### src/rtl/alu_ctrl_pkg.sv
// Shared definitions for the ALU sharing controller: op encodings,
// op classification helpers and the controller FSM encoding.
package alu_ctrl_pkg;

  localparam logic [4:0] OP_AND    = 5'b00000;
  localparam logic [4:0] OP_OR     = 5'b00001;
  localparam logic [4:0] OP_ADD    = 5'b00010;
  localparam logic [4:0] OP_XOR    = 5'b00011;
  localparam logic [4:0] OP_SLL    = 5'b00100;
  localparam logic [4:0] OP_SRL    = 5'b00101;
  localparam logic [4:0] OP_SUB    = 5'b00110;
  localparam logic [4:0] OP_SLT    = 5'b00111;
  localparam logic [4:0] OP_SRA    = 5'b01000;
  localparam logic [4:0] OP_SLTU   = 5'b01001;
  localparam logic [4:0] OP_NOR    = 5'b01010;
  localparam logic [4:0] OP_LUI    = 5'b01100;
  localparam logic [4:0] OP_NAND   = 5'b01110;
  localparam logic [4:0] OP_ADDF   = 5'b01111;
  localparam logic [4:0] OP_CVTI2F = 5'b11110;
  localparam logic [4:0] OP_CVTF2I = 5'b11111;

  typedef enum logic [1:0] {
    ST_IDLE = 2'd0,
    ST_EXEC = 2'd1,
    ST_RESP = 2'd2
  } state_t;

  // FP-class ops need the long settle time through the ALU.
  function automatic logic is_fp(input logic [4:0] op);
    return (op == OP_ADDF) || (op == OP_CVTI2F) || (op == OP_CVTF2I);
  endfunction

  // Unassigned encodings; the ALU falls back to its default add for these.
  function automatic logic is_illegal(input logic [4:0] op);
    return (op == 5'b01011) || (op == 5'b01101) ||
           ((op >= 5'b10000) && (op <= 5'b11101));
  endfunction

endpackage

### src/rtl/rr_arb2.sv
// Two-way round-robin arbiter: a lone requester wins, a tie goes to the
// port that did not win last.
module rr_arb2 (
  input  logic [1:0] req,
  input  logic       rr_last,
  output logic [1:0] grant,
  output logic       grant_id,
  output logic       grant_any
);

  always_comb begin
    grant_id  = 1'b0;
    grant_any = |req;
    case (req)
      2'b01:   grant_id = 1'b0;
      2'b10:   grant_id = 1'b1;
      2'b11:   grant_id = ~rr_last;
      default: grant_id = 1'b0;
    endcase
    grant = 2'b00;
    if (grant_any) grant = grant_id ? 2'b10 : 2'b01;
  end

endmodule

### src/rtl/alu_share_ctrl.sv
// Shares one combinational ALU between the integer EX stage (port 0) and
// the FP/convert sequencer (port 1), holding operands for the settle time.
//
//  state   | meaning
//  --------+---------------------------------------------------------
//  ST_IDLE | waiting for a request; grant offered combinationally
//  ST_EXEC | operands held on ALU, settle counter running down
//  ST_RESP | captured result presented until rsp_ready
module alu_share_ctrl
  import alu_ctrl_pkg::*;
#(
  parameter int W       = 32,
  parameter int INT_LAT = 1,
  parameter int FP_LAT  = 4,
  parameter int CNT_W   = 32
) (
  input  logic             clk,
  input  logic             reset,
  input  logic [1:0]       req_valid,
  output logic [1:0]       req_ready,
  input  logic [4:0]       req_op0,
  input  logic [4:0]       req_op1,
  input  logic [W-1:0]     req_a0,
  input  logic [W-1:0]     req_a1,
  input  logic [W-1:0]     req_b0,
  input  logic [W-1:0]     req_b1,
  output logic [4:0]       alu_op,
  output logic [W-1:0]     alu_a,
  output logic [W-1:0]     alu_b,
  input  logic [W-1:0]     alu_result,
  input  logic [3:0]       alu_flags,
  output logic             rsp_valid,
  input  logic             rsp_ready,
  output logic             rsp_id,
  output logic [W-1:0]     rsp_result,
  output logic [3:0]       rsp_flags,
  output logic             rsp_illegal,
  output logic             busy,
  output logic [CNT_W-1:0] busy_cycles
);

  localparam int MAX_LAT = (FP_LAT > INT_LAT) ? FP_LAT : INT_LAT;
  localparam int LAT_W   = (MAX_LAT > 1) ? $clog2(MAX_LAT) : 1;

  state_t           state, state_nxt;
  logic [LAT_W-1:0] cnt;
  logic             settle_done;
  logic             rr_last;
  logic             id_q;
  logic             illegal_q;
  logic [4:0]       op_q;
  logic [W-1:0]     a_q, b_q, res_q;
  logic [3:0]       flags_q;
  logic [CNT_W-1:0] busy_cnt;

  logic [1:0]       grant;
  logic             grant_id, grant_any;
  logic [4:0]       op_sel;
  logic [W-1:0]     a_sel, b_sel;

  rr_arb2 u_arb (
    .req       (req_valid),
    .rr_last   (rr_last),
    .grant     (grant),
    .grant_id  (grant_id),
    .grant_any (grant_any)
  );

  assign op_sel      = grant_id ? req_op1 : req_op0;
  assign a_sel       = grant_id ? req_a1  : req_a0;
  assign b_sel       = grant_id ? req_b1  : req_b0;
  assign settle_done = (cnt == '0);

  always_ff @(posedge clk or posedge reset) begin
    if (reset) state <= ST_IDLE;
    else       state <= state_nxt;
  end

  always_comb begin
    state_nxt = state;
    case (state)
      ST_IDLE: if (grant_any)   state_nxt = ST_EXEC;
      ST_EXEC: if (settle_done) state_nxt = ST_RESP;
      ST_RESP: if (rsp_ready)   state_nxt = ST_IDLE;
      default:                  state_nxt = ST_IDLE;
    endcase
  end

  // req_ready is masked during reset so every output reads zero there.
  always_comb begin
    req_ready = 2'b00;
    rsp_valid = 1'b0;
    busy      = 1'b0;
    case (state)
      ST_IDLE: if (!reset) req_ready = grant;
      ST_EXEC: busy = 1'b1;
      ST_RESP: begin
        busy      = 1'b1;
        rsp_valid = 1'b1;
      end
      default: ;
    endcase
  end

  // ALU operand regs only load on grant, so the ALU inputs never glitch.
  always_ff @(posedge clk or posedge reset) begin
    if (reset) begin
      cnt       <= '0;
      rr_last   <= 1'b1;
      id_q      <= 1'b0;
      illegal_q <= 1'b0;
      op_q      <= '0;
      a_q       <= '0;
      b_q       <= '0;
      res_q     <= '0;
      flags_q   <= '0;
    end else begin
      case (state)
        ST_IDLE: if (grant_any) begin
          op_q      <= op_sel;
          a_q       <= a_sel;
          b_q       <= b_sel;
          id_q      <= grant_id;
          illegal_q <= is_illegal(op_sel);
          cnt       <= is_fp(op_sel) ? LAT_W'(FP_LAT - 1) : LAT_W'(INT_LAT - 1);
        end
        ST_EXEC: begin
          if (settle_done) begin
            res_q   <= alu_result;
            flags_q <= alu_flags;
          end else begin
            cnt <= cnt - LAT_W'(1);
          end
        end
        ST_RESP: if (rsp_ready) rr_last <= id_q;
        default: ;
      endcase
    end
  end

  always_ff @(posedge clk or posedge reset) begin
    if (reset)                 busy_cnt <= '0;
    else if (state != ST_IDLE) busy_cnt <= busy_cnt + CNT_W'(1);
  end

  assign alu_op      = op_q;
  assign alu_a       = a_q;
  assign alu_b       = b_q;
  assign rsp_id      = id_q;
  assign rsp_result  = res_q;
  assign rsp_flags   = flags_q;
  assign rsp_illegal = illegal_q;
  assign busy_cycles = busy_cnt;

endmodule

### config.mk
export PLATFORM = sky130hd
export DESIGN_NAME = alu_share_ctrl
export DESIGN_NICKNAME = d
export VERILOG_FILES = /design/src/rtl/alu_ctrl_pkg.sv /design/src/rtl/rr_arb2.sv /design/src/rtl/alu_share_ctrl.sv
export SDC_FILE = /design/constraint.sdc
export NUM_CORES = 1
export LEC_CHECK = 0
export ABC_AREA = 1
export CAP_MARGIN = 20
export CORE_UTILIZATION = 45
export DETAILED_ROUTE_END_ITERATION = 10
export PLACE_DENSITY_LB_ADDON = 0.08
export SLEW_MARGIN = 20
export SYNTH_ARGS = -nofsm -noshare
export SYNTH_HDL_FRONTEND = slang
export SYNTH_SLANG_ARGS = --single-unit
### constraint.sdc
create_clock -name clk -period 7.63 [get_ports clk]
set_input_delay 0.763 -clock clk [delete_from_list [all_inputs] [get_ports clk]]
set_output_delay 0.763 -clock clk [all_outputs]
set_load 0.01 [all_outputs]
# --- After elaboration in Yosys (flattened, before gate mapping) ---
# Cells that the tools add are included.
classes:
  addsub: 2
  magnitude_cmp: 2
  n_eq_ne: 13
  muxes: 18
  bitwise: 1
  reduce_logical: 16
op_table:
  columns: ["operator", "n"]
  rows:
  - ["32-bit 2-to-1 mux", 2]
  - ["32-bit by 1-bit adder with 32-bit output, second input constant", 1]
  - ["2-bit 2-to-1 mux", 10]
  - ["5-bit by 4-bit == test with 1-bit output, second input constant", 3]
  - ["5-bit == test, second input constant", 2]
  - ["2-bit inequality test, second input constant", 4]
  - ["2-bit == test, second input constant", 3]
  - ["2-bit one-hot mux with 3 select lines", 1]
  - ["2-bit AND reduction", 3]
  - ["3-bit AND reduction", 2]
  - ["5-bit greater-or-equal comparator, second input constant", 1]
  - ["5-bit <= comparator, second input constant", 1]
  - ["5-bit 2-to-1 mux", 1]
  - ["2-bit logical NOT", 2]
  - ["1-bit logical OR", 4]
  - ["2-bit one-hot mux with 2 select lines", 1]
  - ["2-bit nonzero test", 2]
  - ["2-bit OR reduction", 2]
  - ["2-bit by 1-bit == test with 1-bit output, second input constant", 1]
  - ["1-bit 2-to-1 mux", 2]
  - ["1-bit one-hot mux with 2 select lines", 1]
  - ["2-bit by 1-bit subtractor with 2-bit output, second input constant", 1]
  - ["1-bit logical AND", 1]
  - ["1-bit NOT", 1]
word_totals:
  ff_bits: 144
  output_inout_bits: 143

# --- Logic depth before layout (Yosys ltp) ---
# Gate-level depths: netlist of run 1.
logic_depth:
  word_depth: 9
  ltp_mapped: 11

# --- By module ---
# From an unflattened synthesis of run 1, not the netlist that was laid out.
unflattened:
  hier_cells: 722
  area_unflattened_um2: 6671.4
modules_own_cells:
  columns: ["mod", "instances", "cells_per_inst", "area_per_inst_um2", "seq_area_each_um2"]
  rows:
  - ["alu_share_ctrl", 1, 715, 6640.1, 3604.7]
  - ["rr_arb2", 1, 7, 31.3, 0.0]

# --- Worst setup path before layout of run 1 ---
# OpenSTA, ideal clock, no wires.
synth_timing:
  path_kind: "input to output"
  start: "input port req_valid[1]"
  end: "output port req_ready[0]"
  t_arrival_ns: 1.636
  setup_slack_ns: 5.231
  cell_stages: 6
  n_path_buf: 2
  cell_sequence: "buf_2 -> nor2_1 -> nor2_4 -> inv_2 -> buf_2 -> nor3_1"
synth_between:
  elab_chain_len: 6
synth_rtl:
  columns: ["element", "line", "rtl"]
  rows:
  - ["start, declared", "alu_share_ctrl.sv:19", "input logic [1:0] req_valid,"]
  - ["2-bit == test", "rr_arb2.sv:14", "case (req)"]
  - ["1-bit one-hot mux with 2 select lines", "rr_arb2.sv:14", null]
  - ["2-bit 2-to-1 mux", "rr_arb2.sv:21", "if (grant_any) grant = grant_id ? 2'b10 : 2'b01;"]
  - ["2-bit 2-to-1 mux (*)", "rr_arb2.sv:21", null]
  - ["2-bit 2-to-1 mux (*)", "alu_share_ctrl.sv:95", "ST_IDLE: if (!reset) req_ready = grant;"]
  - ["2-bit 2-to-1 mux (*)", "alu_share_ctrl.sv:94", "case (state)"]
  - ["end, declared", "alu_share_ctrl.sv:20", "output logic [1:0] req_ready,"]
# Mark *: on every way between the ends. The rest lies on a longest branch, timed or not.

# --- Final worst setup path of run 1 ---
layout_timing:
  start: "input port req_valid[1]"
  end: "output port req_ready[1]"
# Same word-level chain as after synthesis.

==> out/qor.yml, run 1 <==
status: "completed"
r2r_start: "state[0]"
powerDensity_nw_per_um2: 352.4
met3_usage_pct: 6.202
synth_top_area_share_pct: 51.75
min_path_cells: 2
first_pass_iters: 5
synth_edf_count: 0
power_switching_mw: 1.354
syn_nets: 994
crit_fanout: 67
syn_inst: 810
crit_path_top_delay_cell: "inv_2"
synth_top_flop_cell: "dfrtp_1"
synth-xor-area-share_pct: 2.026
grt_pass1_wl_um: 35340
coreArea_um2: 14750
busiest_layer: "met2"
htreeDepth: 4
rsz0062_at_grt: "no"
routed_wl_um: 21770
final_common_cell: "clkdlybuf4s50_1"
rrSetupSlack_ns: 5.11
drive_above_1_share_pct: 8.304
cap_violations: 0
intPower_mw: 2.446
pwr-share-seq_pct: 33.8
critical_path_buf_inv_count: 3
slew_headroom_pct: 32.31
grt_max_degree: 81
clkSinkCount: 144
dp_hpwl_um: 15400
worstRegToRegCells: 7
ys_types: 31
hold_path.class: "reg2reg"
final_nets: 1303
area_growth_syn_to_layout_pct: 55.94
grtUsageMet1_pct: 36.61
synth_top_family_by_area: "simple AND/OR/NAND/NOR gates"
syn-cell-area_um2: 6915
placed_area_um2: 10210
io_buffers: 321
final_cell_mix: "clkdlybuf4s50_1, nand2_1, dfrtp_1"
post-route-cell-area_um2: 10780
fin_skew_ns: 0.006046
endpoint_kind: "output pin"
holdPathEnd: "alu_b[2]"
post_cts_resize_count: 0
finalCriticalPeriod_ns: 3.951
drt_first_iter_violations: 388
synth_largest_area_cell: "dfrtp_1"
gr-usage-met2_pct: 47.19
r2r_end: "alu_b[14]"
clock_latency_ns: 0.42
start_util_pct: 46.87
vias: 6708
p_leak_nw: 4.579
grt_overflow: 0
worstPathCellList: "clkdlybuf4s50_1 > nand2_2 > inv_2 > nand2_1 > nor2_1 > clkdlybuf4s50_1"
slowest_delay_ns: 0.71
hold_viol: 0
cp.arrival_ns: 3.19
synth_area_leaders: "dfrtp_1, nand2_1, nor2_1, mux2_2, o21ai_0"
yosys.area_share.simple_pct: 23.77
antenna_found_initial: 3
post-route-drc-count: 0
yosys.area_share.adder_pct: 0.9046
sw_frac_of_total_pct: 35.63
comb_power_share_pct: 45.5
rows: 44
fmax_mhz: 253.1
grt_pass1_vias: 6582
crit_type: "in2out"
ys_ff_latch: 144
min_from: "alu_b[2]"
clk_path_buf_depth: 2
synthArstFlopShare_pct: 100.0
die_w_um: 126.0
crit_family: "buffers and inverters"
setup_tns_ns: 0
viasPerCell: 5.090
worstMarginPinSlew_ns: 1.015
antenna_left: 0
cts_root_buffer: "clkbuf_16"
clk_pin_slew_worst_paths_ns: 0.06
p_clk_share_pct: 20.8
postCtsHoldBufs: 0
wl_per_cell_um: 16.52
die_area_um2: 15870
cts_tree: "yes"
io_pins: 322
die_h_um: 126.0
grt_usage_pct: 28.57
gp_congestion: 0.8558
cts_made_buffers: 17
synth_compound_area_share_pct: 10.62
ir_drop_mv: 0.1532
synthMuxAreaShare_pct: 5.862
drv_slew: 0
crit_top_cell: "clkdlybuf4s50_1"
ys_seq_area_share_pct: 52.13
crit_path_start_kind: "input port"
period_share_pct: 51.78
cts_setup_buffers: 0
critical_path_required_ns: 6.87
finalSetupViolCount: 0
synth_warnings: 0
syn_area_per_cell_um2: 8.538
## worst min-delay path, stage by stage (launching register included)
cell     delay (ns)
dfrtp_1        0.34
nand2_1        0.05
o21ai_1        0.06
## cell type report
cell class,instances,area (um2)
flip-flops and latches,144,3605
well taps,184,230.2
multi-input cells,595,2989
fillers,1158,3970
repair buffers,326,3251
diodes,2,5.005
clock buffers,17,425.4
clock inverters,15,140.1
inverters,35,138.9
## stage by stage
step           setup slack (ns)  power (mW)  std cells  hold WS (ns)  util (%)
6_report                  3.679       3.800       1318        0.4883     73.09
4_1_cts                   3.672       3.838       1316        0.4895     73.06
2_1_floorplan             3.002       2.103        810        0.4782         -
3_3_place_gp              3.677       2.989       1284        0.4665     69.22
3_5_place_dp              3.669       3.028       1284        0.4749     69.22
5_1_grt                   3.457       4.045       1318        0.5111     73.09
## synth_stat cells (3+ instances only)
cell type and count:
nand2_1 229, dfrtp_1 143, nor2_1 119, o21ai_0 76
o21ai_1 60, mux2_2 36, inv_1 32, nand3b_1 15
buf_2 14, clkbuf_1 13, xnor2_1 10, nand3_1 9
buf_4 8, xor2_1 6, a21oi_1 5, ha_1 5
nor2_4 5, nand2_2 4, nand3_2 3, nand4_1 3
nor3_1 3
## cell families (layout without fill, tap and decap cells)
kind of cell	after synthesis	count (layout)
AND/OR/NAND/NOR	393	393
flip-flops	144	144
XOR/XNOR	16	16
multiplexers	36	36
buffers and inverters	71	393
other	0	2
AO/OA/AOI/OAI	145	145
adder cells (fa/ha/maj)	5	5
## metal layers
layer	vias up	share of wire, %
met1	3166	42
met3	39	6.8
met5	-	0.060
li1	3247	-
met2	254	49
met4	2	2.4
## power groups by stage
stage	combinational, mW	sequential (mW)	clock (mW)
after global placement	1.72	1.27	0
after CTS	1.75	1.28	0.805
after detailed placement	1.74	1.29	0
after floorplan	0.685	1.42	0
final	1.73	1.28	0.789
after global routing	1.89	1.32	0.839
## how the worst max path moves through the flow
| stage | slack [ns] | from | to | cells past startpoint |
|---|---|---|---|---|
| after floorplan | 3.00 | reset | alu_a[0] | 1 |
| final | 3.68 | req_valid[1] | req_ready[1] | 6 |
| after detailed placement | 3.67 | req_valid[1] | req_ready[1] | 6 |
| after global placement | 3.68 | req_valid[1] | req_ready[1] | 6 |
| after global routing | 3.46 | req_valid[1] | req_ready[1] | 6 |
| after CTS | 3.67 | req_valid[1] | req_ready[1] | 6 |
## registers in the layout, summed over array words and instances (netlist names)
| register | flops |
|---|---|
| alu_b | 32 |
| rr_last | 1 |
| rsp_illegal | 1 |
| rsp_id | 1 |
| busy_cycles | 32 |
| state | 2 |
| cnt | 2 |
| rsp_result | 32 |
| alu_a | 32 |
| rsp_flags | 4 |
| alu_op | 5 |
Note: power is estimated with default switching activity, not from simulation.
==> inputs of run 2 (changes only) <==
--- a/config.mk
+++ b/config.mk
@@ -7,7 +7,7 @@
 export LEC_CHECK = 0
 export ABC_AREA = 1
 export CAP_MARGIN = 20
-export CORE_UTILIZATION = 45
+export CORE_UTILIZATION = 42
 export DETAILED_ROUTE_END_ITERATION = 10
 export PLACE_DENSITY_LB_ADDON = 0.08
 export SLEW_MARGIN = 20
==> constraint.sdc (replaced) <==
create_clock -name clk -period 3.8 [get_ports clk]
set_input_delay 0.38 -clock clk [delete_from_list [all_inputs] [get_ports clk]]
set_output_delay 0.38 -clock clk [all_outputs]
set_load 0.01 [all_outputs]
==> run 2 against run 1 <==
First-iteration DRC count increased by 3.9%. Cell count is 2.5% higher. Via count down 1.5%. Sequential cell count is the same. Clock-buffer cell count increased by 5. Worst hold slack lost 0.038 ns. Cell area is 0.95% higher. Total power is 100% higher. Die area rose by 7.0%. Utilization down 5.1 points. Critical path depth up 2. Sequential power increased by 100%. Critical path type is now reg2out. Critical endpoint is now req_ready[0]. Highest routed layer is now met4.
==> out/qor.yml, run 2 (synthesized netlist as in run 1, its figures left out) <==
status: "completed"
slowest_delay_ns: 0.59
period_share_pct: 73.21
total_power_mw: 7.735
crit_type: "reg2out"
clk_pin_slew_worst_paths_ns: 0.06
p_leak_nw: 4.634
io_buffers: 321
crit_family: "buffers and inverters"
critical_path_required_ns: 3.42
n_antenna_cell: 0
crit_path_start: "state[0]"
die_h_um: 130.3
placed_area_um2: 10290
met3_usage_pct: 7.790
clock_latency_ns: 0.42
grt_overflow: 0
cts_tree: "yes"
grt_max_degree: 78
fill_cells: 1383
multi_input_area_um2: 2989
first_pass_iters: 5
finalSetupViolCount: 0
final_common_cell: "clkdlybuf4s50_1"
post-route-drc-count: 0
rows: 46
utilization_pct: 68.04
place_ws_ns: 1.294
seq_area_um2: 3605
r2r_start: "state[0]"
fmax_mhz: 359.5
io_pins: 322
drive_above_1_share_pct: 8.282
whs_ns: 0.4507
dp_hpwl_um: 15290
coreArea_um2: 16000
drt_first_iter_violations: 403
cts_made_buffers: 17
viasPerCell: 4.890
rsz0062_at_grt: "no"
postCtsHoldBufs: 0
drv_slew: 0
crit_path_top_delay_cell: "clkdlybuf4s50_1"
antenna_left: 0
cp.arrival_ns: 2.40
start_util_pct: 43.22
final_nets: 1306
cts_root_buffer: "clkbuf_16"
vias: 6606
final_cell_mix: "clkdlybuf4s50_1, nand2_1, dfrtp_1"
endpoint_kind: "output pin"
critical_path_buf_inv_count: 5
finalCriticalPeriod_ns: 2.782
post-route-cell-area_um2: 10890
fin_skew_ns: 0.009500
gr-usage-met2_pct: 41.43
area_growth_syn_to_layout_pct: 57.43
dp.cells: 1319
cts_setup_buffers: 0
clkSinkCount: 144
antenna_found_initial: 0
busiest_layer: "met2"
post_cts_resize_count: 0
slew_headroom_pct: 47.49
setup_ws_ns: 1.018
setup_tns_ns: 0
die_area_um2: 16980
routed_wl_um: 21630
powerDensity_nw_per_um2: 710.5
wl_per_cell_um: 16.01
grtUsageMet1_pct: 32.12
htreeDepth: 4
worstMarginPinSlew_ns: 0.7877
finalNonFillerCells: 1351
grt_pass1_wl_um: 32960
crit_fanout: 17
gp_congestion: 0.8166
grt_pass1_vias: 6269
crit_path_start_kind: "flip-flop"
hold_viol: 0
worstPathCellList: "inv_1 > ha_1 > buf_4 > inv_4 > nor2_4 > inv_2 > nor3_1 > clkdlybuf4s50_1"
ir_drop_mv: 0.3247
hold_path.class: "in2async"
clk_path_buf_depth: 2
cap_violations: 0
die_w_um: 130.3
grt_usage_pct: 25.72
[run 2: final cells by class]
type | count | share of cell area, %
multi-input combinational | 595 | 27.46
clock inverter | 10 | 1.241
clock buffer | 22 | 4.264
tap | 216 | 2.482
inverter | 35 | 1.264
timing repair buffer | 329 | 30.18
sequential | 144 | 33.11
[run 2: worst paths after layout]
| kind | endpoint | slack [ns] | cells past startpoint |
|---|---|---|---|
| worst min-delay path | rsp_result[28] | 0.45 | 2 |
| max in group asynchronous | busy_cycles[0] | 2.39 | 3 |
| min in group clk | alu_a[21] | 0.49 | 2 |
| worst min register to register | alu_a[21] | 0.49 | 2 |
| worst max register to register | alu_b[31] | 1.62 | 8 |
| worst max-delay path | req_ready[0] | 1.02 | 8 |
[run 2: metal layers]
metal	routed length, um	part of all wire (%)
met5	0	0
met1	8875	41
met4	584	2.7
met3	1782	8.2
met2	10390	48
[run 2: report_power, final]
| group | internal [mW] | leakage (nW) | total (mW) | switching, mW |
|---|---|---|---|---|
| logic | 1.82 | 2.57 | 3.45 | 1.63 |
| registers | 2.19 | 1.77 | 2.57 | 0.376 |
| clock network | 1.06 | 0.294 | 1.71 | 0.648 |
[run 2: worst reg2reg max path, stage by stage (launching register included)]
cell     delay, ns
dfrtp_1       0.39
inv_1         0.08
ha_1          0.14
buf_4         0.25
inv_4         0.15
nor2_4        0.15
buf_4         0.51
o21ai_0       0.24
o21ai_1       0.19
